===== src/rtl/parking_hour_log.sv =====
`default_nettype none
// ============================================================================
//  Module      : parking_hour_log
//  Description : Lot occupancy tracker with per-work-hour entry log and an
//                end-of-day rush-hour scan.
//                Ports:
//                  clk, reset (async active-low)
//                  car_enter / car_exit      gate pulses
//                  expired_one_hour          timer hour-boundary pulse
//                  work_hour                 current hour index from timer
//                  work_day_expired          sticky end-of-day level
//                  rd_hour / rd_count        registered log read port
//                  occupancy / full / empty  lot status
//                  day_total                 saturating daily entry total
//                  rush_hour / rush_count / rush_valid   scan result
//  Revision    : 1.0  initial release
// ============================================================================
module parking_hour_log #(
    parameter int NUM_SPACES = 3,
    parameter int NUM_HOURS  = 9,
    parameter int CNT_W      = 8,
    localparam int OCC_W     = $clog2(NUM_SPACES + 1)
) (
    input  logic               clk,
    input  logic               reset,
    input  logic               car_enter,
    input  logic               car_exit,
    input  logic               expired_one_hour,
    input  logic [3:0]         work_hour,
    input  logic               work_day_expired,
    input  logic [3:0]         rd_hour,
    output logic [CNT_W-1:0]   rd_count,
    output logic [OCC_W-1:0]   occupancy,
    output logic               full,
    output logic               empty,
    output logic [CNT_W+3:0]   day_total,
    output logic [3:0]         rush_hour,
    output logic [CNT_W-1:0]   rush_count,
    output logic               rush_valid
);

    localparam logic [1:0]       c_st_count = 2'd0;
    localparam logic [1:0]       c_st_scan  = 2'd1;
    localparam logic [1:0]       c_st_done  = 2'd2;
    localparam logic [3:0]       c_num_hours = 4'(NUM_HOURS);
    localparam logic [3:0]       c_last_idx  = 4'(NUM_HOURS - 1);
    localparam logic [OCC_W-1:0] c_full_occ  = OCC_W'(NUM_SPACES);

    logic [1:0]       r_state;
    logic [1:0]       w_state_next;
    logic             r_wde_q;
    logic             w_rise;
    logic             w_fall;
    logic             w_log_en;
    logic             w_clear;
    logic             w_scan_start;
    logic             w_scan_step;
    logic             w_scan_finish;

    logic [CNT_W-1:0] r_log [NUM_HOURS];
    logic [CNT_W+3:0] r_day_total;
    logic [OCC_W-1:0] r_occupancy;
    logic [OCC_W-1:0] w_occ_next;
    logic             w_exit_ok;
    logic             w_enter_ok;
    logic             w_hour_ok;

    logic [3:0]       r_idx;
    logic [3:0]       r_best_hour;
    logic [CNT_W-1:0] r_best_cnt;
    logic [CNT_W-1:0] w_scan_val;
    logic             w_take;
    logic [3:0]       w_cand_hour;
    logic [CNT_W-1:0] w_cand_cnt;

    // The hour boundary needs no action here: work_hour only advances the
    // cycle after the pulse, so a coincident entry already lands in the old hour.
    logic w_unused;
    assign w_unused = expired_one_hour;

    // ---------------- occupancy ----------------
    assign full       = (r_occupancy == c_full_occ);
    assign empty      = (r_occupancy == '0);
    assign occupancy  = r_occupancy;
    assign w_exit_ok  = car_exit && !empty;
    // A full lot still admits a car when one leaves on the same cycle.
    assign w_enter_ok = car_enter && (!full || w_exit_ok);

    always_comb begin
        w_occ_next = r_occupancy;
        if (w_enter_ok && !w_exit_ok) begin
            w_occ_next = r_occupancy + OCC_W'(1);
        end else if (!w_enter_ok && w_exit_ok) begin
            w_occ_next = r_occupancy - OCC_W'(1);
        end
    end

    always_ff @(posedge clk or negedge reset) begin
        if (!reset) begin
            r_occupancy <= '0;
        end else begin
            r_occupancy <= w_occ_next;
        end
    end

    // ---------------- FSM ----------------
    assign w_rise = work_day_expired && !r_wde_q;
    assign w_fall = !work_day_expired && r_wde_q;

    always_ff @(posedge clk or negedge reset) begin
        if (!reset) begin
            r_state <= c_st_count;
            r_wde_q <= 1'b0;
        end else begin
            r_state <= w_state_next;
            r_wde_q <= work_day_expired;
        end
    end

    always_comb begin
        w_state_next = r_state;
        case (r_state)
            c_st_count: if (w_rise) w_state_next = c_st_scan;
            c_st_scan: begin
                if (w_fall)                   w_state_next = c_st_count;
                else if (r_idx == c_last_idx) w_state_next = c_st_done;
            end
            c_st_done:  if (w_fall) w_state_next = c_st_count;
            default:    w_state_next = c_st_count;
        endcase
    end

    assign w_hour_ok = (work_hour < c_num_hours);

    always_comb begin
        w_log_en      = 1'b0;
        w_clear       = 1'b0;
        w_scan_start  = 1'b0;
        w_scan_step   = 1'b0;
        w_scan_finish = 1'b0;
        case (r_state)
            c_st_count: begin
                w_log_en     = w_enter_ok && w_hour_ok;
                w_scan_start = w_rise;
            end
            c_st_scan: begin
                w_clear       = w_fall;
                w_scan_step   = !w_fall;
                w_scan_finish = !w_fall && (r_idx == c_last_idx);
            end
            c_st_done:  w_clear = w_fall;
            default: ;
        endcase
    end

    // ---------------- entry log ----------------
    always_ff @(posedge clk or negedge reset) begin
        if (!reset) begin
            for (int i = 0; i < NUM_HOURS; i++) r_log[i] <= '0;
            r_day_total <= '0;
        end else if (w_clear) begin
            for (int i = 0; i < NUM_HOURS; i++) r_log[i] <= '0;
            r_day_total <= '0;
        end else if (w_log_en) begin
            if (r_log[work_hour] != '1) r_log[work_hour] <= r_log[work_hour] + CNT_W'(1);
            if (r_day_total != '1)      r_day_total <= r_day_total + (CNT_W+4)'(1);
        end
    end

    assign day_total = r_day_total;

    always_ff @(posedge clk or negedge reset) begin
        if (!reset) begin
            rd_count <= '0;
        end else begin
            rd_count <= (rd_hour < c_num_hours) ? r_log[rd_hour] : '0;
        end
    end

    // ---------------- rush-hour scan ----------------
    assign w_scan_val  = (r_idx < c_num_hours) ? r_log[r_idx] : '0;
    // Strict compare keeps the earliest hour on ties.
    assign w_take      = (w_scan_val > r_best_cnt);
    assign w_cand_hour = w_take ? r_idx : r_best_hour;
    assign w_cand_cnt  = w_take ? w_scan_val : r_best_cnt;

    always_ff @(posedge clk or negedge reset) begin
        if (!reset) begin
            r_idx       <= '0;
            r_best_hour <= '0;
            r_best_cnt  <= '0;
            rush_hour   <= '0;
            rush_count  <= '0;
            rush_valid  <= 1'b0;
        end else begin
            if (w_scan_start) begin
                r_idx       <= '0;
                r_best_hour <= '0;
                r_best_cnt  <= '0;
            end else if (w_scan_step) begin
                r_idx       <= r_idx + 4'd1;
                r_best_hour <= w_cand_hour;
                r_best_cnt  <= w_cand_cnt;
            end
            if (w_clear) begin
                rush_hour  <= '0;
                rush_count <= '0;
                rush_valid <= 1'b0;
            end else if (w_scan_finish) begin
                rush_hour  <= w_cand_hour;
                rush_count <= w_cand_cnt;
                rush_valid <= 1'b1;
            end
        end
    end

endmodule
`default_nettype wire

===== config.mk =====
export PLATFORM = sky130hd
export DESIGN_NAME = parking_hour_log
export DESIGN_NICKNAME = d
export VERILOG_FILES = /design/src/rtl/parking_hour_log.sv
export SDC_FILE = /design/constraint.sdc
export NUM_CORES = 1
export LEC_CHECK = 0
export CORE_MARGIN = 5
export CORE_UTILIZATION = 39
export CTS_CLUSTER_SIZE = 16
export DETAILED_ROUTE_END_ITERATION = 12
export DONT_BUFFER_PORTS = 1
export SLEW_MARGIN = 20
export SYNTH_ARGS = -nofsm -noshare
export SYNTH_HDL_FRONTEND = slang
export SYNTH_SLANG_ARGS = --single-unit

===== constraint.sdc =====
create_clock -name clk -period 3.27 [get_ports clk]
set_input_delay 0.981 -clock clk [delete_from_list [all_inputs] [get_ports clk]]
set_output_delay 0.981 -clock clk [all_outputs]
set_load 0.01 [all_outputs]

# == Word level (Yosys, flattened, before mapping) ==
# Index checks and enable logic that the tools add are counted.
# word_totals
regBits,126
input_bits,14
out_inout_bits,37
elab_cells,120
# op_classes
add_sub_neg,5
n_lt_le_gt_ge,8
n_eq_ne,9
n_mux,46
bitwise_logic,3
n_reduce_logical,29
# ops
op,count
$mux W72,3
$mux W8,14
$bmux W8 S4,3
$bwmux W72,1
$mux W12,3
$demux W8 S4,1
$mux W4,7
$ge A5 B5 Y1 const B,3
$not A4 Y5,3
$add A12 B1 Y12 const B,1
$lt A4 B4 Y1 const B,3
$mux W2,6
$ne A12 B12 Y1 const B,1
$reduce_bool A2 Y1,6
$logic_and A1 B1 Y1,9
$add A8 B1 Y8 const B,1
$gt A8 B8 Y1,1
$ne A8 B8 Y1 const B,1
$logic_not A1 Y1,7
$mux W1,7
$pmux W2 S3,1
$lt A5 B1 Y1 const B,1
$add A4 B1 Y4 const B,1
$eq A2 B2 Y1 const B,2
other kinds (11),14

# == Logic depth before layout (Yosys ltp) ==
# Gate-level depths: netlist of run 1.
# logic_depth
depth_word,9
depth_mapped,17
ltp_nobuf,14

# == Worst setup path after synthesis of run 1 ==
# OpenSTA, ideal clock, no wires.
# synth_path
kind,in2reg
from,in work_hour[0]
to,reg r_log[57] (netlist name)
setup_ps,122
arrival_ps,3544
required_time_ps,3148
path_slack_ps,-395
cell_stages,13
n_path_buf,2
cell_sequence,buf_6 mux4_2 mux2i_1 a2bb2oi_2 inv_1 ha_1 and3_1 a31oi_1 nor4_4 a21oi_2 buf_6 a21oi_4 a32o_1
# synth_between
elab_chain_len,9
word_cells_on_any_way,21
cone_classes,add/sub (1); order compare (3); eq/ne (1); mux (10); bitwise (1); reduce/logical (5)
# synth_lines
item,line_no,text
"start, declared",29,"input logic [3:0] work_hour,"
$not A4 Y5 (not written as such),165,if (r_log[work_hour] != '1) r_log[work_hour] <= r_log[work_hour] + CNT_W'(1);
$bmux W8 S4 (tied with other cells),165,
$mux W8 (not written as such) / $logic_and A1 B1 Y1 (equally long branches),165,
$mux W8 (not written as such),165,
$add A8 B1 Y8 / $demux W8 S4 (equally long branches),165,
$bwmux W72,165,
$mux W72,165,
$mux W72,164,end else if (w_log_en) begin
$mux W72,161,end else if (w_clear) begin
"end, declared",60,logic [CNT_W-1:0] r_log [NUM_HOURS];
# Several ways; a longest one is shown, not always the timed one. The select of a mux whose other input is x is not followed.
# A chain may end at the register's enable or synchronous reset.

# == Worst setup path after layout of run 1 ==
# layout_path
from,reg r_idx[0]
to,reg r_best_cnt[3]
# layout_between
elab_chain_len,9
word_cells_on_any_way,10
cone_classes,order compare (2); mux (7); bitwise (1)
# layout_lines
item,line_no,text
"start, declared",68,logic [3:0] r_idx;
"start signal, assigned",201,r_idx <= r_idx + 4'd1;
$not A4 Y5 (not written as such),181,assign w_scan_val = (r_idx < c_num_hours) ? r_log[r_idx] : '0;
$bmux W8 S4,181,
$mux W8 (not written as such) (2 in series),181,
$mux W8 (*),181,
$gt A8 B8 Y1,183,assign w_take = (w_scan_val > r_best_cnt);
$mux W8 (*),185,assign w_cand_cnt = w_take ? w_scan_val : r_best_cnt;
$mux W8 (*),200,end else if (w_scan_step) begin
$mux W8 (*),196,if (w_scan_start) begin
"end signal, assigned",203,r_best_cnt <= w_cand_cnt;
"end, declared",70,logic [CNT_W-1:0] r_best_cnt;
# Every way passes the cells marked *; elsewhere a longest branch is shown, timed or not. The select of a mux whose other input is x is not followed.

==> metrics.csv, run 1 <==
stage,metric,value,unit
grt,grt_pass1_vias,6030,
clock_network,clock_sinks,126,
power,max-vdd-ir-drop,0.402,mV
route,via_per_inst,6.04,
clock_network,cts_buffer_depth,2,
final_layout,final_common_cell,dfrtp_1,
yosys,yosys_warnings,0,
worst_setup_path,cp-start-kind,flop,
grt,grt_pass1_wl,34.9,mm
placed_design,place_congestion,0.935,
final_layout,utilization,47.4,%
final_layout,area_delta_synth_final,18.6,%
route,wl_per_cell,22.9,um
route,vias,5935,
yosys,syn_nets,715,
yosys,syn_avg_cell_area,11.0,um^2
clock_network,cts_tree,built,
final_layout,layout.nets,741,
power,powerDensity,624,mW/mm^2
yosys,synth_top_flop_cell,dfrtp_1,
yosys,ys_ff_latch,126,
worst_setup_path,r2r_start,r_idx[0]$_DFFE_PN0P_,
route,drt-total-wl,22.5,mm
grt,grt_max_degree,127,
clock_network,clkLatencyLatePin,0.43,ns
die,die_w,149,um
clock_network,cts.reportedPaths.clkPinSlew,0.06,ns
die,dieArea,0.0222,mm^2
yosys,synthCells,684,
route,drc,0,
grt,gr-total-overflow,0,
yosys,synth_edf_count,0,
sta,drv_slew,0,
worst_setup_path,cp.required,3.56,ns
placed_design,dp_hpwl,15.3,mm
sta,skew,0.00744,ns
sta,fmaxAchievable,315,MHz
final_layout,diodes,0,
grt,groute.usage.overall,20.5,%
placed_design,port_buffers,0,
worst_setup_path,reg2reg_to,r_best_cnt[3]$_DFFE_PN0P_,
sta,hold_viol,0,
sta,setup_slack,0.0951,ns
route,detail_route.iter0.violations,594,
worst_setup_path,critical_path_class,flop to flop,
sta,layout_worst_path_cycle_share,97.1,%
yosys,seq_area_frac_synth,41.8,%
die,core.rowCount,50,
status,run_status,"complete, no violations",
sta,tns,0,ns
sta,fin_crit,3.17,ns
yosys,async_flop_share,100,%
yosys,synthDistinctLibCells,60,
worst_setup_path,worst_setup_path_end_kind,flop,
worst_setup_path,crit_buf_inv,3,
job,max-cap-violations,0,
grt,antenna_found_initial,0,
worst_setup_path,ff2ff_setup_slack,0.1,ns
placed_design,place_ws,-0.369,ns
die,io_pins,51,
final_layout,drive_gt1_share,23.4,%
sta,setup_violations,0,
yosys,yosys.area.top_type,dfrtp_1,
worst_setup_path,path_delay_family,multiplexers,
die,die_y,149,um
min_path,hold_path_class,input pin to asynchronous set/reset pin,
power,cellLeakagePower,3.82,nW
clock_network,root_buffer,clkbuf_16,
route,antenna_left,0,
worst_setup_path,path_cells,buf_4 > buf_16 > mux4_2 > mux2i_4 > o21ai_2 > ha_1 > nand4_1 > o21bai_4 > a211oi_4 > clkbuf_16 > mux2i_1 > nor2_1,
worst_setup_path,r2r_cells,12,
worst_setup_path,crit_fanout,11,
worst_setup_path,arrival,3.46,ns
die,start_util,39.9,%
yosys,syn-cell-area,0.00754,mm^2
clock_network,ctsHtreeMaxLevel,4,
sta,tightest_slew,0.757,ns
route,firstDrtPassIters,5,
worst_setup_path,crit_path_top_delay_cell,mux4_2,
final_layout,mostFrequentLayoutCells,"dfrtp_1 (125), mux2i_1 (60), nand2_1 (48), buf_4 (43), a22o_1 (39)",
yosys,synth_top_area_share,41.8,%
clock_network,numCtsBuffers,17,
sta,slew_headroom,48.8,%
worst_setup_path,critical_path.max_stage_delay,0.55,ns
yosys,synthTopCellsByArea,"dfrtp_1 (42%), mux4_2 (9.3%), mux2i_1 (8.6%)",
die,coreArea,0.0189,mm^2
==> state kept, by name, summed over array words and instances (netlist names) <==
| signal | cells |
|---|---|
| rush_count | 8 |
| rush_valid | 1 |
| r_best_cnt | 8 |
| r_log | 72 |
| rd_count | 8 |
| day_total | 12 |
| r_wde_q | 1 |
| r_best_hour | 4 |
| r_state | 2 |
| r_idx | 4 |
| occupancy | 2 |
| rush_hour | 4 |
==> per-layer routing <==
| metal | part of all wire, % | routed length, um | global-route usage, % |
|---|---|---|---|
| met1 | 42 | 9470 | 27.1 |
| met2 | 48 | 10800 | 32.9 |
| met3 | 7.8 | 1750 | 5.04 |
| met4 | 2.1 | 480 | 7.46 |
| met5 | 0 | 0 | 0 |
==> metrics by stage <==
step                      hold slack [ns]  total power (W)  cells  cell area, um^2
after floorplan                     0.479          0.00298    684             7620
after global placement              0.505          0.00342    945             8130
after detailed placement            0.508          0.00348    945             8130
after CTS                           0.240          0.00546    978             8760
after global routing                0.235          0.00583    983             8950
final                               0.248          0.00558    983             8950
==> what timing repair did <==
action	4_1_cts	5_1_grt
setup endpoints to repair	19	39
pin swaps	0	1
setup buffers	0	4
gates resized for setup	3	35
cloned	1	1
hold buffers	0	0
==> how the worst max path moves through the flow <==
stage | end | from | cells past startpoint
floorplan | r_log[57]$_DFFE_PN0P_ | work_hour[0] | 13
global placement | r_log[68]$_DFFE_PN0P_ | work_hour[0] | 11
detailed placement | r_log[60]$_DFFE_PN0P_ | work_hour[0] | 11
CTS | rush_count[2]$_DFFE_PN0P_ | r_idx[0]$_DFFE_PN0P_ | 11
global route | r_best_cnt[3]$_DFFE_PN0P_ | r_idx[0]$_DFFE_PN0P_ | 17
finish | r_best_cnt[3]$_DFFE_PN0P_ | r_idx[0]$_DFFE_PN0P_ | 12
==> area by class of cell <==
class | instances | area [um^2]
timing repair buffer | 53 | 536
tap | 260 | 325
clock buffer | 18 | 439
inverter | 18 | 67.6
fill | 1738 | 9940
multi-input combinational | 494 | 4270
sequential | 126 | 3150
clock inverter | 14 | 158
==> synthesized netlist by cell type, types with 5 or more instances <==
cell and number:
a211oi_1 7, nand2_1 48, clkbuf_1 23, a21bo_1 7
buf_2 11, dfrtp_1 126, nand2b_1 6, a22oi_1 5
a32o_1 19, a21oi_1 24, buf_1 6, xnor2_1 7
ha_1 17, nand3_1 38, nor2b_1 16, a21oi_2 5
a22o_1 39, and2_1 12, a21oi_4 5, nand4_1 6
o21ai_0 30, xor2_1 12, inv_1 18, nor2_1 36
nor3_1 5, mux4_2 31, mux2i_1 65
==> worst reg2reg max path, cell delays in order (launching register included) <==
cell	delay, ns
dfrtp_2	0.39
buf_4	0.15
buf_16	0.17
mux4_2	0.55
mux2i_4	0.20
o21ai_2	0.10
ha_1	0.31
nand4_1	0.15
o21bai_4	0.23
a211oi_4	0.35
clkbuf_16	0.22
mux2i_1	0.18
nor2_1	0.06
==> cell families after synthesis <==
kind of cell	synth area share (%)
AND/OR/NAND/NOR	12.2
buffers and inverters	3.96
AO/OA/AOI/OAI	18.9
XOR/XNOR	2.42
multiplexers	17.9
adder cells (fa/ha/maj)	2.82
flip-flops	41.8
==> power by group <==
part	switching (W)	internal [W]	total, W
Clock	0.000770	0.00115	0.00192
Combinational	0.000978	0.000794	0.00177
Sequential	0.000181	0.00171	0.00189
(Power assumes the default switching activity.)
==> run 2, diff against run 1 <==
==> constraint.sdc (replaced) <==
create_clock -name clk -period 2.9 [get_ports clk]
set_input_delay 0.87 -clock clk [delete_from_list [all_inputs] [get_ports clk]]
set_output_delay 0.87 -clock clk [all_outputs]
set_load 0.01 [all_outputs]
==> run 2 against run 1 <==
The flow now finishes with violations (setup timing). Final area is 11% higher. Global-route usage is 1.2 points higher. Clock power is 20% higher. Routed wire length is 5.8% higher. First-iteration DRC count is 7.7% higher. Clock-buffer cell count is 2 higher. Critical path depth is 2 higher. Final cell count is 11% higher. Sequential share of layout area is 3.5 points lower. Fmax is 4.4% lower. Highest routed layer unchanged.
==> metrics.csv, run 2 (synthesis results as in run 1) <==
stage,metric,value,unit
worst_setup_path,crit_path_top_delay_cell,mux4_2,
route,antenna_left,0,
worst_setup_path,cp-start-kind,flop,
sta,holdWs,0.148,ns
die,start_util,39.9,%
grt,gr-total-overflow,0,
die,coreArea,0.0189,mm^2
sta,tns,-9.17,ns
status,violations,setup timing,
final_layout,mostFrequentLayoutCells,"buf_4 (140), dfrtp_1 (125), mux2i_1 (57), nand2_1 (48), a22o_1 (39)",
route,drc,0,
power,cellLeakagePower,4.39,nW
route,detail_route.iter0.violations,640,
placed_design,port_buffers,0,
worst_setup_path,crit_buf_inv,5,
final_layout,layout.nets,847,
die,io_pins,51,
worst_setup_path,path_delay_family,multiplexers,
sta,hold_viol,0,
grt,groute.usage.overall,21.8,%
power,max-vdd-ir-drop,0.396,mV
worst_setup_path,arrival,3.63,ns
die,die_y,149,um
final_layout,drive_gt1_share,34.6,%
clock_network,ctsHtreeMaxLevel,4,
final_layout,final_common_cell,buf_4,
sta,setup_violations,47,
grt,grt_max_degree,127,
die,core.rowCount,50,
clock_network,cts.reportedPaths.clkPinSlew,0.06,ns
route,via_per_inst,5.81,
die,dieArea,0.0222,mm^2
grt,grt_pass1_wl,37.1,mm
sta,skew,0.0142,ns
final_layout,largest_register_ffs,72,
grt,antenna_found_initial,0,
route,firstDrtPassIters,5,
sta,fmaxAchievable,301,MHz
final_layout,largest-register,r_log,
final_layout,area_delta_synth_final,31.8,%
power,powerDensity,699,mW/mm^2
final_layout,fillers,1670,
worst_setup_path,cp-startpoint,r_idx[0]$_DFFE_PN0P_,
worst_setup_path,path_cells,buf_12 > buf_4 > mux4_2 > mux2i_2 > o21ai_1 > ha_1 > nand4_1 > o21bai_4 > buf_4 > buf_6 > a21oi_4 > clkbuf_16 > mux2i_1 > o21ai_1,
worst_setup_path,cp.required,3.20,ns
clock_network,clkLatencyLatePin,0.43,ns
min_path,hold_path_class,input pin to asynchronous set/reset pin,
worst_setup_path,worst_setup_path_end_kind,flop,
sta,rsz0062_at_grt,yes,
clock_network,cts_buffer_depth,2,
clock_network,cts_tree,built,
power,power,0.00695,W
clock_network,numCtsBuffers,17,
sta,setup_slack,-0.422,ns
clock_network,root_buffer,clkbuf_16,
sta,fin_crit,3.32,ns
sta,tightest_slew,0.863,ns
sta,slew_headroom,41.7,%
worst_setup_path,crit_fanout,7,
placed_design,place_congestion,0.902,
job,max-cap-violations,0,
sta,drv_slew,0,
sta,layout_worst_path_cycle_share,115,%
clock_network,clock_sinks,126,
worst_setup_path,critical_path_class,flop to flop,
placed_design,dp_hpwl,16.1,mm
worst_setup_path,r2r_start,r_idx[0]$_DFFE_PN0P_,
final_layout,diodes,0,
route,drt-total-wl,23.8,mm
route,vias,6322,
grt,grt_pass1_vias,6453,
placed_design,place_ws,-0.689,ns
worst_setup_path,critical_path.max_stage_delay,0.54,ns
route,wl_per_cell,21.9,um
status,run_status,"finished, violations left",
die,die_w,149,um
final_layout,utilization,52.6,%
-- run 2: changes by cell type in the layout (fill, tap and decap cells not counted), moves of 6 or more --
cell	change
mux2i_2	+6
o21ai_0	-10
buf_6	+9
buf_4	+97
o21ai_2	-6
o21ai_1	+16
-- run 2: report_power, final --
group          internal, W  switching (W)
sequential         0.00192       0.000196
combinational      0.00126        0.00126
clock              0.00149       0.000822
-- run 2: cell type report --
type	count	area (um^2)	area share, %
multi-input cells	494	4390	44.2
flip-flops and latches	126	3150	31.7
repair buffers	159	1360	13.7
clock buffers	20	457	4.59
well taps	260	325	3.27
clock inverters	12	184	1.85
inverters	18	67.6	0.680
-- run 2: what timing repair did --
item / in CTS / in global routing
hold buffers: 0 / 0
buffers inserted: 16 / 13
cloned: 2 / 1
setup endpoints to repair: 71 / 93
gates resized for setup: 30 / 48
pin swaps: 23 / 24
-- run 2: worst register-to-register path, delay by kind of cell, from the launching register on --
family | cells | cell delay (ns)
flip-flops | 1 | 0.42
adder cells (fa/ha/maj) | 1 | 0.33
multiplexers | 3 | 0.97
AO/OA/AOI/OAI | 4 | 0.60
AND/OR/NAND/NOR | 1 | 0.14
buffers and inverters | 5 | 0.75
-- run 2: path summary, 6_finish.rpt --
kind / endpoint / slack (ns) / depth (start not counted)
worst max register to register: rush_count[0]$_DFFE_PN0P_ / -0.42 / 14
worst min-delay path: r_state[1]$_DFFE_PN0P_ / 0.15 / 0
worst min register to register: r_best_hour[1]$_DFFE_PN0P_ / 0.52 / 2
min in group clk: r_wde_q$_DFF_PN0_ / 0.48 / 0
max in group asynchronous: r_log[22]$_DFFE_PN0P_ / 2.56 / 0
worst max-delay path: rush_count[0]$_DFFE_PN0P_ / -0.42 / 14
-- run 2: routing by layer --
layer | up-vias | wire length, um | track usage [%]
met5 | - | 0 | 0
li1 | 2857 | - | -
met1 | 3152 | 10000 | 28.8
met4 | 0 | 521 | 6.91
met2 | 271 | 11600 | 35.2
met3 | 42 | 1680 | 5.53
-- run 2: per-stage QoR --
| step | instance area (um^2) | instances |
|---|---|---|
| 2_1_floorplan | 7650 | 684 |
| 3_3_place_gp | 8740 | 1030 |
| 3_5_place_dp | 8740 | 1030 |
| 4_1_cts | 9730 | 1080 |
| 5_1_grt | 9940 | 1089 |
| 6_report | 9940 | 1089 |
